[src/rtl/noc_arb_pkg.sv]
// Shared definitions for the NoC switch allocator.
//   ARB_RR / ARB_FIXED : arbitration mode encodings for the MODE parameter
//   alloc_state_t      : per-output allocation state (IDLE, LOCKED)
//   idx_w()            : width of a port index for a given port count
package noc_arb_pkg;

    localparam int ARB_RR    = 0;
    localparam int ARB_FIXED = 1;

    typedef enum logic {
        IDLE   = 1'b0,
        LOCKED = 1'b1
    } alloc_state_t;

    // Port-index width; never narrower than one bit so a 1-port build still
    // has a legal index register.
    function automatic int idx_w(input int n);
        return (n > 1) ? $clog2(n) : 1;
    endfunction

endpackage

[src/rtl/rr_arb_cell.sv]
// One output port of the switch allocator: allocation FSM, owner register,
// priority pointer and winner search.
//   clk, rst : clock, asynchronous active-low reset
//   req      : req[i] = input i has a flit for this output
//   tail     : tail[i] = the current flit at input i is a tail
//   en       : this output can accept a flit this cycle
//   gnt      : gnt[i] = this output is owned by input i (one-hot or zero)
//   busy     : high while the output is LOCKED (doubles as the state view)
//   ptr      : current round-robin pointer
module rr_arb_cell
    import noc_arb_pkg::*;
#(
    parameter int  NUM_PORTS = 5,
    parameter int  MODE      = ARB_RR,
    parameter int  LOCK_PKT  = 1,
    localparam int PW        = idx_w(NUM_PORTS)
) (
    input  logic                 clk,
    input  logic                 rst,
    input  logic [NUM_PORTS-1:0] req,
    input  logic [NUM_PORTS-1:0] tail,
    input  logic                 en,
    output logic [NUM_PORTS-1:0] gnt,
    output logic                 busy,
    output logic [PW-1:0]        ptr
);

    alloc_state_t         state_q, state_d;
    logic [PW-1:0]        owner_q, owner_d;
    logic [PW-1:0]        ptr_q, ptr_d;
    logic [NUM_PORTS-1:0] gnt_q, gnt_d;
    logic [PW-1:0]        start;
    logic [PW-1:0]        win;
    logic                 found;
    logic                 xfer;
    logic                 rel;

    // Fixed priority is a round-robin search that always starts at input 0.
    assign start = (MODE == ARB_FIXED) ? '0 : ptr_q;

    // Two passes: first the inputs at or above start, then wrap to the
    // lowest requester. The second pass only matters if the first found none.
    always_comb begin
        found = 1'b0;
        win   = '0;
        for (int i = 0; i < NUM_PORTS; i++) begin
            if (!found && req[i] && (i >= int'(start))) begin
                found = 1'b1;
                win   = PW'(i);
            end
        end
        for (int i = 0; i < NUM_PORTS; i++) begin
            if (!found && req[i]) begin
                found = 1'b1;
                win   = PW'(i);
            end
        end
    end

    assign xfer = (state_q == LOCKED) && req[owner_q] && en;
    assign rel  = xfer && ((LOCK_PKT == 0) || tail[owner_q]);

    always_comb begin
        state_d = state_q;
        owner_d = owner_q;
        ptr_d   = ptr_q;
        gnt_d   = gnt_q;
        case (state_q)
            IDLE: begin
                if (en && found) begin
                    state_d = LOCKED;
                    owner_d = win;
                    gnt_d   = NUM_PORTS'(1) << win;
                end
            end
            LOCKED: begin
                // Other requesters are ignored here; only the owner's
                // release returns the output to arbitration.
                if (rel) begin
                    state_d = IDLE;
                    gnt_d   = '0;
                    ptr_d   = (owner_q == PW'(NUM_PORTS - 1)) ? '0 : owner_q + 1'b1;
                end
            end
        endcase
    end

    always_ff @(posedge clk or negedge rst) begin
        if (!rst) begin
            state_q <= IDLE;
            owner_q <= '0;
            ptr_q   <= '0;
            gnt_q   <= '0;
        end else begin
            state_q <= state_d;
            owner_q <= owner_d;
            ptr_q   <= ptr_d;
            gnt_q   <= gnt_d;
        end
    end

    assign gnt  = gnt_q;
    assign busy = (state_q == LOCKED);
    assign ptr  = ptr_q;

endmodule

[src/rtl/rr_switch_alloc.sv]
// Switch allocator: one independent packet-locking arbiter per output port.
//   clk, rst : clock, asynchronous active-low reset
//   req_i    : req_i[i][o] = input i has a flit for output o
//   tail_i   : tail_i[i] = current flit at input i is a tail
//   en_i     : en_i[o] = output o has downstream credit this cycle
//   gnt_o    : gnt_o[o][i] = output o owned by input i (registered)
//   busy_o   : busy_o[o] = output o is LOCKED (registered)
//   dbg_ptr  : dbg_ptr[o] = round-robin pointer of output o
//
// Handshake: a flit moves from input i to output o in a cycle where
// gnt_o[o][i], req_i[i][o] and en_i[o] are all high. req_i acts as valid,
// en_i as ready; gnt_o only selects who may use the output. Neither side may
// assume a transfer without all three.
module rr_switch_alloc
    import noc_arb_pkg::*;
#(
    parameter int NUM_PORTS = 5,
    parameter int MODE      = ARB_RR,
    parameter int LOCK_PKT  = 1
) (
    input  logic                                       clk,
    input  logic                                       rst,
    input  logic [NUM_PORTS-1:0][NUM_PORTS-1:0]        req_i,
    input  logic [NUM_PORTS-1:0]                       tail_i,
    input  logic [NUM_PORTS-1:0]                       en_i,
    output logic [NUM_PORTS-1:0][NUM_PORTS-1:0]        gnt_o,
    output logic [NUM_PORTS-1:0]                       busy_o,
    output logic [NUM_PORTS-1:0][idx_w(NUM_PORTS)-1:0] dbg_ptr
);

    // Each cell wants the column of requests aimed at its output.
    logic [NUM_PORTS-1:0][NUM_PORTS-1:0] req_t;

    always_comb begin
        req_t = '0;
        for (int o = 0; o < NUM_PORTS; o++) begin
            for (int i = 0; i < NUM_PORTS; i++) begin
                req_t[o][i] = req_i[i][o];
            end
        end
    end

    for (genvar o = 0; o < NUM_PORTS; o++) begin : g_out
        rr_arb_cell #(
            .NUM_PORTS (NUM_PORTS),
            .MODE      (MODE),
            .LOCK_PKT  (LOCK_PKT)
        ) u_cell (
            .clk  (clk),
            .rst  (rst),
            .req  (req_t[o]),
            .tail (tail_i),
            .en   (en_i[o]),
            .gnt  (gnt_o[o]),
            .busy (busy_o[o]),
            .ptr  (dbg_ptr[o])
        );
    end

endmodule
[config.mk]
export PLATFORM = sky130hd
export DESIGN_NAME = rr_switch_alloc
export DESIGN_NICKNAME = d
export VERILOG_FILES = /design/src/rtl/noc_arb_pkg.sv /design/src/rtl/rr_arb_cell.sv /design/src/rtl/rr_switch_alloc.sv
export SDC_FILE = /design/constraint.sdc
export NUM_CORES = 1
export LEC_CHECK = 0
export ABC_AREA = 1
export BUFFER_PORTS_ARGS = -buffer_cell sky130_fd_sc_hd__buf_2
export CORE_MARGIN = 3
export CORE_UTILIZATION = 45
export DETAILED_ROUTE_END_ITERATION = 12
export HOLD_SLACK_MARGIN = 0.05
export PLACE_DENSITY = 0.81
export SETUP_SLACK_MARGIN = 0.1
export SLEW_MARGIN = 25
export SYNTH_ARGS = -nofsm -noshare
export SYNTH_HDL_FRONTEND = slang
export SYNTH_SLANG_ARGS = --single-unit
export TNS_END_PERCENT = 50
[constraint.sdc]
create_clock -name clk -period 1.6 [get_ports clk]
set_clock_uncertainty 0.1 [all_clocks]
set_input_delay 0.4 -clock clk [delete_from_list [all_inputs] [get_ports clk]]
set_output_delay 0.4 -clock clk [all_outputs]
set_load 0.005 [all_outputs]
Word level (Yosys, flattened, before mapping)
Cells that the tools add are included.
- output and inout port bits: 45
- bits of input ports: 37
- logic and storage cells: 380
- register bits after elaboration: 60
- equality and inequality tests: 15
- add/sub/neg operators: 5
- magnitude comparators: 30
- muxes and demuxes: 150
- bitwise operators: 5
- reductions and logical operators: 150
- shift operators: 5
- operators with widths (kind ; number):
    $mux W3 ; 45
    $logic_and A1 B1 Y1 ; 90
    $mux W1 ; 75
    $mux W5 ; 10
    $pmux W5 S2 ; 5
    $logic_not A1 Y1 ; 45
    $bmux W1 S3 ; 10
    $ge A1 B3 Y1 const A ; 10
    $ge A2 B3 Y1 const A ; 10
    $reduce_and A2 Y1 ; 15
    $shl A1 B3 Y5 const A ; 5
    $lt A3 B4 Y1 const B ; 5
    $add A3 B1 Y3 const B ; 5
    $eq A3 B3 Y1 const B ; 5
    $ge A3 B3 Y1 const A ; 5
    $ne A2 B1 Y1 const B ; 5
    $ne A2 B2 Y1 const B ; 5
    $pmux W1 S2 ; 5
    $not A1 Y1 ; 5

Longest topological paths before layout
Gate-level depths: netlist (run 1).
- word-level depth: 37
- depth in mapped cells: 12
- gate-level depth less buffers: 12

Cells and area by module
Synthesis (run 1) repeated with hierarchy kept, for this count alone.
- cell total of the unflattened synthesis: 545
- area total of the unflattened synthesis: 3922.5 um^2
- by module, submodules not included (module ; cells an instance ; instances ; sequential area each (um^2) ; area each (um^2)):
    rr_arb_cell ; 109 ; 5 ; 300.3 ; 784.5

Worst setup path after synthesis (run 1)
No wires, ideal clock.
- path kind: register to register
- start point: reg g_out[0].u_cell.ptr_q[2]
- end point: reg g_out[0].u_cell.gnt_q[4]
- clock period less this slack: 1609 ps
- setup time: 117 ps
- path slack: -9 ps
- stages on the path, launching flop included: 13
- required time: 1383 ps
- arrival time: 1392 ps
- path buffers: 1
- cell sequence: dfrtp_1 > inv_2 > nand3_1 > nand2_1 > nor2_4 > nand4_2 > nor2_4 > nand3_1 > nand2_2 > buf_6 > inv_4 > nand2_1 > nand2_1
- word-level cells in the longest chain between the ends: 37
- elaborated cells on any way between the ends: 53
- classes of those cells: order compare: 5; eq/ne: 1; shift: 1; mux: 21; reduce/logical: 25
- RTL lines (what ; line ; text):
    start, declared ; rr_arb_cell.sv:30 ; logic [PW-1:0] ptr_q, ptr_d;
    start signal, assigned ; rr_arb_cell.sv:97 ; ptr_q <= ptr_d;
    $ge A1 B3 Y1 ; rr_arb_cell.sv:47 ; if (!found && req[i] && (i >= int'(start))) begin
    $logic_and A1 B1 Y1 ; rr_arb_cell.sv:47 ;
    $mux W1 ; rr_arb_cell.sv:47 ;
    $logic_not A1 Y1 ; rr_arb_cell.sv:47 ;
    $logic_and A1 B1 Y1 (2 in a row) ; rr_arb_cell.sv:47 ;
    $mux W1 ; rr_arb_cell.sv:47 ;
    $logic_not A1 Y1 ; rr_arb_cell.sv:47 ;
    $logic_and A1 B1 Y1 (2 in a row) ; rr_arb_cell.sv:47 ;
    [19 not listed] ; n/a ;
    $logic_and A1 B1 Y1 ; rr_arb_cell.sv:53 ; if (!found && req[i]) begin
    $mux W1 ; rr_arb_cell.sv:53 ;
    $logic_not A1 Y1 ; rr_arb_cell.sv:53 ;
    $logic_and A1 B1 Y1 ; rr_arb_cell.sv:53 ;
    $mux W3 or $mux W1 (tied branches) ; rr_arb_cell.sv:53 ;
    $shl A1 B3 Y5 or $logic_and A1 B1 Y1 (tied branches) ; rr_arb_cell.sv:73, rr_arb_cell.sv:70 ;
    $mux W5 or $ne A2 B1 Y1 (tied branches) ; n/a ;
    $pmux W5 S2 or $reduce_and A2 Y1 (tied branches) ; n/a ;
    end signal, assigned ; rr_arb_cell.sv:98 ; gnt_q <= gnt_d;
    end, declared ; rr_arb_cell.sv:31 ; logic [NUM_PORTS-1:0] gnt_q, gnt_d;
Parallel ways exist; a longest one is shown, timed or not. The select of a mux whose other input is x is not followed.
A chain may end at the register's enable or synchronous reset.

Worst setup path after layout (run 1)
- start point: reg g_out[3].u_cell.ptr_q[1]
- end point: reg g_out[3].u_cell.gnt_q[3]
- word-level cells in the longest chain between the ends: 37
- elaborated cells on any way between the ends: 53
- classes of those cells: order compare: 5; eq/ne: 1; shift: 1; mux: 21; reduce/logical: 25
- RTL lines (what ; line):
    start, declared ; rr_arb_cell.sv:30
    start signal, assigned ; rr_arb_cell.sv:97
    $ge A1 B3 Y1 ; rr_arb_cell.sv:47
    $logic_and A1 B1 Y1 ; rr_arb_cell.sv:47
    $mux W1 ; rr_arb_cell.sv:47
    $logic_not A1 Y1 ; rr_arb_cell.sv:47
    $logic_and A1 B1 Y1 (2 in a row) ; rr_arb_cell.sv:47
    $mux W1 ; rr_arb_cell.sv:47
    $logic_not A1 Y1 ; rr_arb_cell.sv:47
    $logic_and A1 B1 Y1 (2 in a row) ; rr_arb_cell.sv:47
    [19 not listed] ; n/a
    $logic_and A1 B1 Y1 ; rr_arb_cell.sv:53
    $mux W1 ; rr_arb_cell.sv:53
    $logic_not A1 Y1 ; rr_arb_cell.sv:53
    $logic_and A1 B1 Y1 ; rr_arb_cell.sv:53
    $mux W3 or $mux W1 (tied branches) ; rr_arb_cell.sv:53
    $shl A1 B3 Y5 or $logic_and A1 B1 Y1 (tied branches) ; rr_arb_cell.sv:73, rr_arb_cell.sv:70
    $mux W5 or $ne A2 B1 Y1 (tied branches) ; n/a
    $pmux W5 S2 or $reduce_and A2 Y1 (tied branches) ; n/a
    end signal, assigned ; rr_arb_cell.sv:98
    end, declared ; rr_arb_cell.sv:31
Parallel ways exist; a longest one is shown, timed or not. The select of a mux whose other input is x is not followed.

==> summary.md, run 1 <==
| Metric | Value |
|---|---|
| Crit-path max FO | 4 |
| Net switching power figure | 4.611 mW |
| Crit-path cells | o21ai_1, nand2_1, nand3_2, nor2_4, buf_4, nand3_2, inv_2, nor2_2, nor2_1, nand2_1, nand2_1 |
| CP Capture Type | register |
| Standard-cell row count | 33 |
| Post-Route WL | between 10000 and 15000 um |
| Remaining DRCs | 0 |
| PortBufs | 81 |
| Main synth FF type | dfrtp_1 |
| Commonest non-fill, non-tap cell in the layout | nand2_1 |
| Crit path max-delay family | simple AND/OR/NAND/NOR gates |
| Max-Cap Viols | 0 |
| Outcome | finished with violations |
| Leakage power | ~3.3 nW |
| Sequential Power Share | about 28% |
| Synth Instances | between 500 and 600 |
| Syn. warnings | 0 |
| Cell variety after synth | 35 |
| DIE AREA | 0.009976 mm2 |
| VDD IR-drop max | 0.001053 V |
| Number of global-route vias before repair | ~4400 |
| Post-synth ARST share | 100.0% |
| Worst Setup EP | g_out[3].u_cell.gnt[3] |
| Initial antenna violation count | 0 |
| Die Y | 99.88 um |
| R2R depth | 11 |
| Int Pwr | roughly 5.6 mW |
| Max Root-Sink Buffers | 2 |
| Worst-path clk slew | about 0.07 ns |
| Final setup fails | 50 |
| Pwr/cell area | 1705 mW/mm2 |
| Comb power frac | ~60% |
| Detail Placement HPWL | about 8400 um |
| Die Span X | ~100 um |
| Slowest library cell on the worst path | dfrtp_1 |
| Reg-to-reg endpoint | g_out[3].u_cell.gnt[3] |
| Crit path from | g_out[3].u_cell.ptr[1] |
| CTS tree | done |
| ANT cells | 0 |
| Slew Viols, Final | 0 |
| Worst hold path type | reg2reg |
| Final worst path period share | 112.5% |
| Syn nets | approximately 600 |
| WP data arrival | 1.92 ns |
| Final GP Congestion | approximately 0.86 |
| Worst path bufs/invs | 2 |
| Fmax | around 560 MHz |
| Via-to-Cell Ratio | between 5 and 6 |
| Req. time, crit path | around 1.7 ns |
| Area growth from synthesis to layout | 51.26% |
| Number of fill cells | around 640 |
| Pre-Repair DR Iteration Count | 4 |
| Final hold viol count | 0 |
| Via count | 4588 |
| Worst Setup Start Kind | register |
| Hold Path Stages | 2 |
| Mapped Area | roughly 0.004 mm2 |
| Crit-path max cell delay | 0.42 ns |
| Min Tclk post-route | 1.800 ns |
| Slew headroom | around 78% |
| Post-synth EDFFs | 0 |
| Final core utilization | 71.58% |
| RSZ-0062 raised after global routing | true |
| CTS H-tree lvls | 3 |
| Clock sink count | 60 |
| Root Buffer | clkbuf_8 |
| Layout cells sized above 1 | between 40% and 50% |
| DRT antenna net count | 0 |
| Reg2Reg Setup Slack | -0.20 ns |
| Most frequent cells in the layout | nand2_1 (125), buf_4 (83), buf_2 (75) |
| Initial Utilization | between 40% and 50% |
| Fin worst setup slack | -0.2002 ns |
| Failing checks | setup timing |
| CTS Buf Count | 9 |
| Yosys reg bits | 60 |
| Gr ovfl total | 0 |
| Largest net degree at the start of global routing | 61 |
| Crit path top cell by count | nand2_1 |
| I/O pin count | 82 |
| NumNets Final | between 700 and 800 |
| Worst-Skew Late Latency | 0.34 ns |
| First-pass GRT wire length | 18920 um |
| Clock network power share | 11.2% |
| First DRT Iteration DRCs | approximately 190 |
| Avg Cell Area, Syn | about 7 um2 |
| Setup CP Type | reg2reg |
| Wire per inst | 14.69 um |
| Core Region | between 0.008 and 0.009 mm2 |
| WP depth | 11 |
| Sw frac | ~45% |
| Global Route Usage Sum | about a quarter |
| Reg2reg start | g_out[3].u_cell.ptr[1] |
| Pre-CTS WS | -0.2143 ns |
| Setup_tns | -5.073 ns |
| Sequential element share of the synthesized area | a little under two fifths |
| Worst Tran Pin Value | between 0.3 and 0.4 ns |
-- how the worst min path moves through the flow --
stage	slack, ns	end	startpoint
after floorplan	0.004	g_out[0].u_cell.busy	rst
after global placement	0.33	g_out[0].u_cell.gnt[1]	rst
after detailed placement	0.33	g_out[0].u_cell.gnt[0]	rst
after CTS	0.40	g_out[0].u_cell.gnt[0]	g_out[0].u_cell.gnt[0]
after global routing	0.43	g_out[3].u_cell.gnt[4]	g_out[3].u_cell.gnt[4]
final	0.40	g_out[0].u_cell.gnt[1]	g_out[0].u_cell.gnt[1]
-- power by group through the flow --
stage	clock (mW)	combinational (mW)	sequential [mW]
after floorplan	0	2.90	2.73
after global placement	0	4.63	2.76
after detailed placement	0	4.85	2.79
after CTS	1.16	5.37	2.82
after global routing	1.23	6.78	3.00
final	1.15	6.17	2.90
-- worst min-delay path: stages, from the launching register on --
cell	delay (ns)
dfrtp_1	0.35
nand3_2	0.07
nand2_1	0.05
-- kinds of logic after synthesis --
group,count (synthesis),synth area share [%]
xor gates and xnor gates,1,0.2209
and+or+nand+nor,315,36.50
adders and majority gates,10,3.155
buffers and inverters,97,10.28
muxes,1,0.2839
AOI/OAI and AO/OA,82,11.70
DFF,60,37.85
-- metrics by stage --
stage / hold slack [ns] / instances / total power, mW / area [um2]
2_1_floorplan: 0.004409 / 566 / 5.631 / 4025
3_3_place_gp: 0.3289 / 825 / 7.392 / 5131
3_5_place_dp: 0.3323 / 825 / 7.632 / 5131
4_1_cts: 0.4030 / 845 / 9.351 / 5613
5_1_grt: 0.4299 / 860 / 11.02 / 6000
6_report: 0.4002 / 860 / 10.23 / 6000
-- sequential cells by signal, summed over array words and instances (netlist names) --
name,flops
g_out.u_cell.gnt,25
g_out.u_cell.owner_q,15
g_out.u_cell.ptr,15
g_out.u_cell.busy,5
-- cell usage after synthesis (all sizes together) (5+ instances only) --
library cell	n	area, um2
o211ai	5	37.54
o21ai	49	249.0
nand4	18	118.9
dfrtp	60	1501
ha	10	125.1
nand2	165	651.9
a21oi	15	75.07
inv	85	321.6
buf	8	71.32
nor2	49	224.0
nand3	78	425.4
-- timing repair --
| item | CTS | global route |
|---|---|---|
| hold endpoints to repair | 60 | 0 |
| hold buffers | 1 | 0 |
| pin swaps | 37 | 28 |
| cloned | 0 | 2 |
| buffers inserted | 5 | 13 |
| resized for setup | 74 | 85 |
| setup endpoints to repair | 70 | 70 |
-- area by class of cell --
| cell class | instances | area, um2 | area share, % |
|---|---|---|---|
| repair buffers | 183 | 1296 | 21.61 |
| flip-flops and latches | 60 | 1514 | 25.23 |
| well taps | 105 | 131.4 | 2.190 |
| inverters | 87 | 356.6 | 5.944 |
| clock buffers | 11 | 141.4 | 2.357 |
| clock inverters | 3 | 15.01 | 0.2503 |
| multi-input cells | 411 | 2545 | 42.42 |
-- routing by layer --
metal	routed length [um]	share of wire [%]	track usage (%)	vias to the layer above
met1	4928	39	27.49	2178
met5	0	0	0	-
met4	365	2.9	11.13	0
li1	-	-	-	2213
met3	667	5.3	3.475	34
met2	6672	53	41.71	163
(Power assumes the default switching activity.)
==> run 2, diff against run 1 <==
--- a/config.mk
+++ b/config.mk
@@ -12,6 +12,7 @@
 export DETAILED_ROUTE_END_ITERATION = 12
 export HOLD_SLACK_MARGIN = 0.05
 export PLACE_DENSITY = 0.81
+export RECOVER_POWER = 50
 export SETUP_SLACK_MARGIN = 0.1
 export SLEW_MARGIN = 25
 export SYNTH_ARGS = -nofsm -noshare
==> run 2 against run 1 <==
Compared with the run above:
- critical path type unchanged
- critical endpoint unchanged
- the flow still finishes with violations (setup timing)
- non-clock buffer count did not move
- critical path depth is the same
- highest routed layer unchanged
- worst hold slack about the same
==> summary.md, run 2 (synthesis results as in run 1) <==
| Metric | Value |
|---|---|
| Max Used Layer | met4 |
| Hold slack | roughly 0.4 ns |
| First DRT Iteration DRCs | about 200 |
| Wire per inst | ~15 um |
| Reg2reg start | g_out[3].u_cell.ptr[1] |
| Failing checks | setup timing |
| Setup CP Type | reg2reg |
| Number of fill cells | roughly 640 |
| Sw frac | ~45% |
| CP Capture Type | register |
| Slowest library cell on the worst path | dfrtp_1 |
| Crit path from | g_out[3].u_cell.ptr[1] |
| First-pass GRT wire length | ~19000 um |
| Crit-path cells | o21ai_1, nand2_1, nand3_2, nor2_4, buf_4, nand3_2, inv_2, nor2_2, nor2_1, nand2_1, nand2_1 |
| PortBufs | roughly 80 |
| Pre-CTS WS | -0.2143 ns |
| CTS Buf Count | 9 |
| Root Buffer | clkbuf_8 |
| DIE AREA | approximately 0.01 mm2 |
| Worst Setup EP | g_out[3].u_cell.gnt[3] |
| Number of global-route vias before repair | 4365 |
| NumNets Final | 799 |
| Largest net degree at the start of global routing | 61 |
| WL met1 | around 5000 um |
| Initial Utilization | between 40 and 50% |
| Crit-path max FO | 4 |
| Remaining DRCs | 0 |
| Fin worst setup slack | -0.1972 ns |
| Min Tclk post-route | 1.797 ns |
| Core Region | roughly 0.0084 mm2 |
| Net switching power figure | 4.618 mW |
| DRT antenna net count | 0 |
| RSZ-0062 raised after global routing | true |
| Met2 routed wirelength | 6665 um |
| Slew headroom | ~45% |
| Post-Route WL | approximately 13000 um |
| Initial antenna violation count | 0 |
| Worst-Skew Late Latency | around 0.34 ns |
| Via-to-Cell Ratio | around 5.3 |
| Gr ovfl total | 0 |
| Worst Tran Pin Value | 0.8312 ns |
| Layout cells sized above 1 | just under 50% |
| Worst Setup Start Kind | register |
| Standard-cell row count | 33 |
| Worst-path clk slew | ~0.070 ns |
| CTS H-tree lvls | 3 |
| CTS tree | done |
| Global Route Usage Sum | between 20% and 30% |
| ANT cells | 0 |
| Detail Placement HPWL | approximately 8400 um |
| Max-Cap Viols | 0 |
| Area growth from synthesis to layout | 50.95% |
| Overall Power | between 10 and 15 mW |
| Die Span X | approximately 100 um |
| Final setup fails | just under 50 |
| Slew Viols, Final | 0 |
| Crit-path max cell delay | between 0.4 and 0.5 ns |
| Max Root-Sink Buffers | 2 |
| Die Y | around 100 um |
| Pre-Repair DR Iteration Count | 4 |
| Leakage power | 3.251 nW |
| Commonest non-fill, non-tap cell in the layout | nand2_1 |
| Reg2Reg Setup Slack | -0.20 ns |
| Setup_tns | -5.167 ns |
| VDD IR-drop max | 0.001053 V |
| Fmax | ~560 MHz |
| I/O pin count | 82 |
| Reg-to-reg endpoint | g_out[3].u_cell.gnt[3] |
| Via count | about 4600 |
| Clock sink count | 60 |
| Clock network power share | a little under an eighth |
| Most frequent cells in the layout | nand2_1 (125), buf_4 (83), buf_2 (75) |
| WP data arrival | 1.92 ns |
| Int Pwr | roughly 5.6 mW |
| Req. time, crit path | about 1.7 ns |
| Outcome | finished with violations |
| Final worst path period share | 112.3% |
| Crit path top cell by count | nand2_1 |
| Pwr/cell area | roughly 1700 mW/mm2 |
| Final GP Congestion | ~0.86 |
| Max reg flops | 25 |
| R2R depth | 11 |
| Sequential Power Share | between 20 and 30% |
| Final hold viol count | 0 |
| Final core utilization | a little under three quarters |
| Met3 WL | 610 um |
| Comb power frac | around three fifths |
| Worst hold path type | reg2reg |
[run 2: what timing repair did]
item	CTS	global route
endpoints found under the hold margin	60	0
setup endpoints to repair	70	70
setup buffers	5	13
gates cloned	0	2
resized for setup	74	85
hold buffers	1	0
pin swaps	37	28
[run 2: worst min-delay path by stage]
stage	depth (start not counted)	slack, ns	startpoint	endpoint
2_1_floorplan	0	0.004	rst	g_out[0].u_cell.busy
4_1_cts	2	0.40	g_out[0].u_cell.gnt[0]	g_out[0].u_cell.gnt[0]
3_5_place_dp	2	0.33	rst	g_out[0].u_cell.gnt[0]
5_1_grt	2	0.43	g_out[3].u_cell.gnt[4]	g_out[3].u_cell.gnt[4]
3_3_place_gp	2	0.33	rst	g_out[0].u_cell.gnt[1]
6_report	2	0.40	g_out[0].u_cell.gnt[1]	g_out[0].u_cell.gnt[1]
[run 2: cell type report]
| cell class | instances | area, um2 | share of cell area [%] |
|---|---|---|---|
| Multi-Input combinational cell | 411 | 2545 | 42.51 |
| Sequential cell | 60 | 1514 | 25.29 |
| Timing Repair Buffer | 183 | 1284 | 21.44 |
| Inverter | 87 | 356.6 | 5.956 |
| Clock buffer | 11 | 141.4 | 2.362 |
| Tap cell | 105 | 131.4 | 2.194 |
| Clock inverter | 3 | 15.01 | 0.2508 |
[run 2: worst max-delay path, delay by kind of cell, from the launching register on]
family | cells | cell delay, ns
AO/OA/AOI/OAI | 1 | 0.26
flip-flops | 1 | 0.42
buffers and inverters | 2 | 0.19
AND/OR/NAND/NOR | 8 | 0.74
[run 2: power by group through the flow]
stage	clock network (mW)	logic [mW]	registers [mW]
after CTS	1.16	5.37	2.82
after detailed placement	0	4.85	2.79
final	1.15	6.17	2.91
after global placement	0	4.63	2.76
after floorplan	0	2.90	2.73
after global routing	1.23	6.78	3.00
[run 2: routing by layer]
metal / vias up / GRT usage (%)
met2: 144 / 41.71
met1: 2185 / 27.49
met4: 0 / 11.13
met3: 38 / 3.475
li1: 2218 / -
met5: - / 0
[run 2: stage by stage]
stage / instance area, um2 / cells
finish: 5987 / 860
global route: 5987 / 860
CTS: 5613 / 845
detailed placement: 5131 / 825
global placement: 5131 / 825
floorplan: 4025 / 566
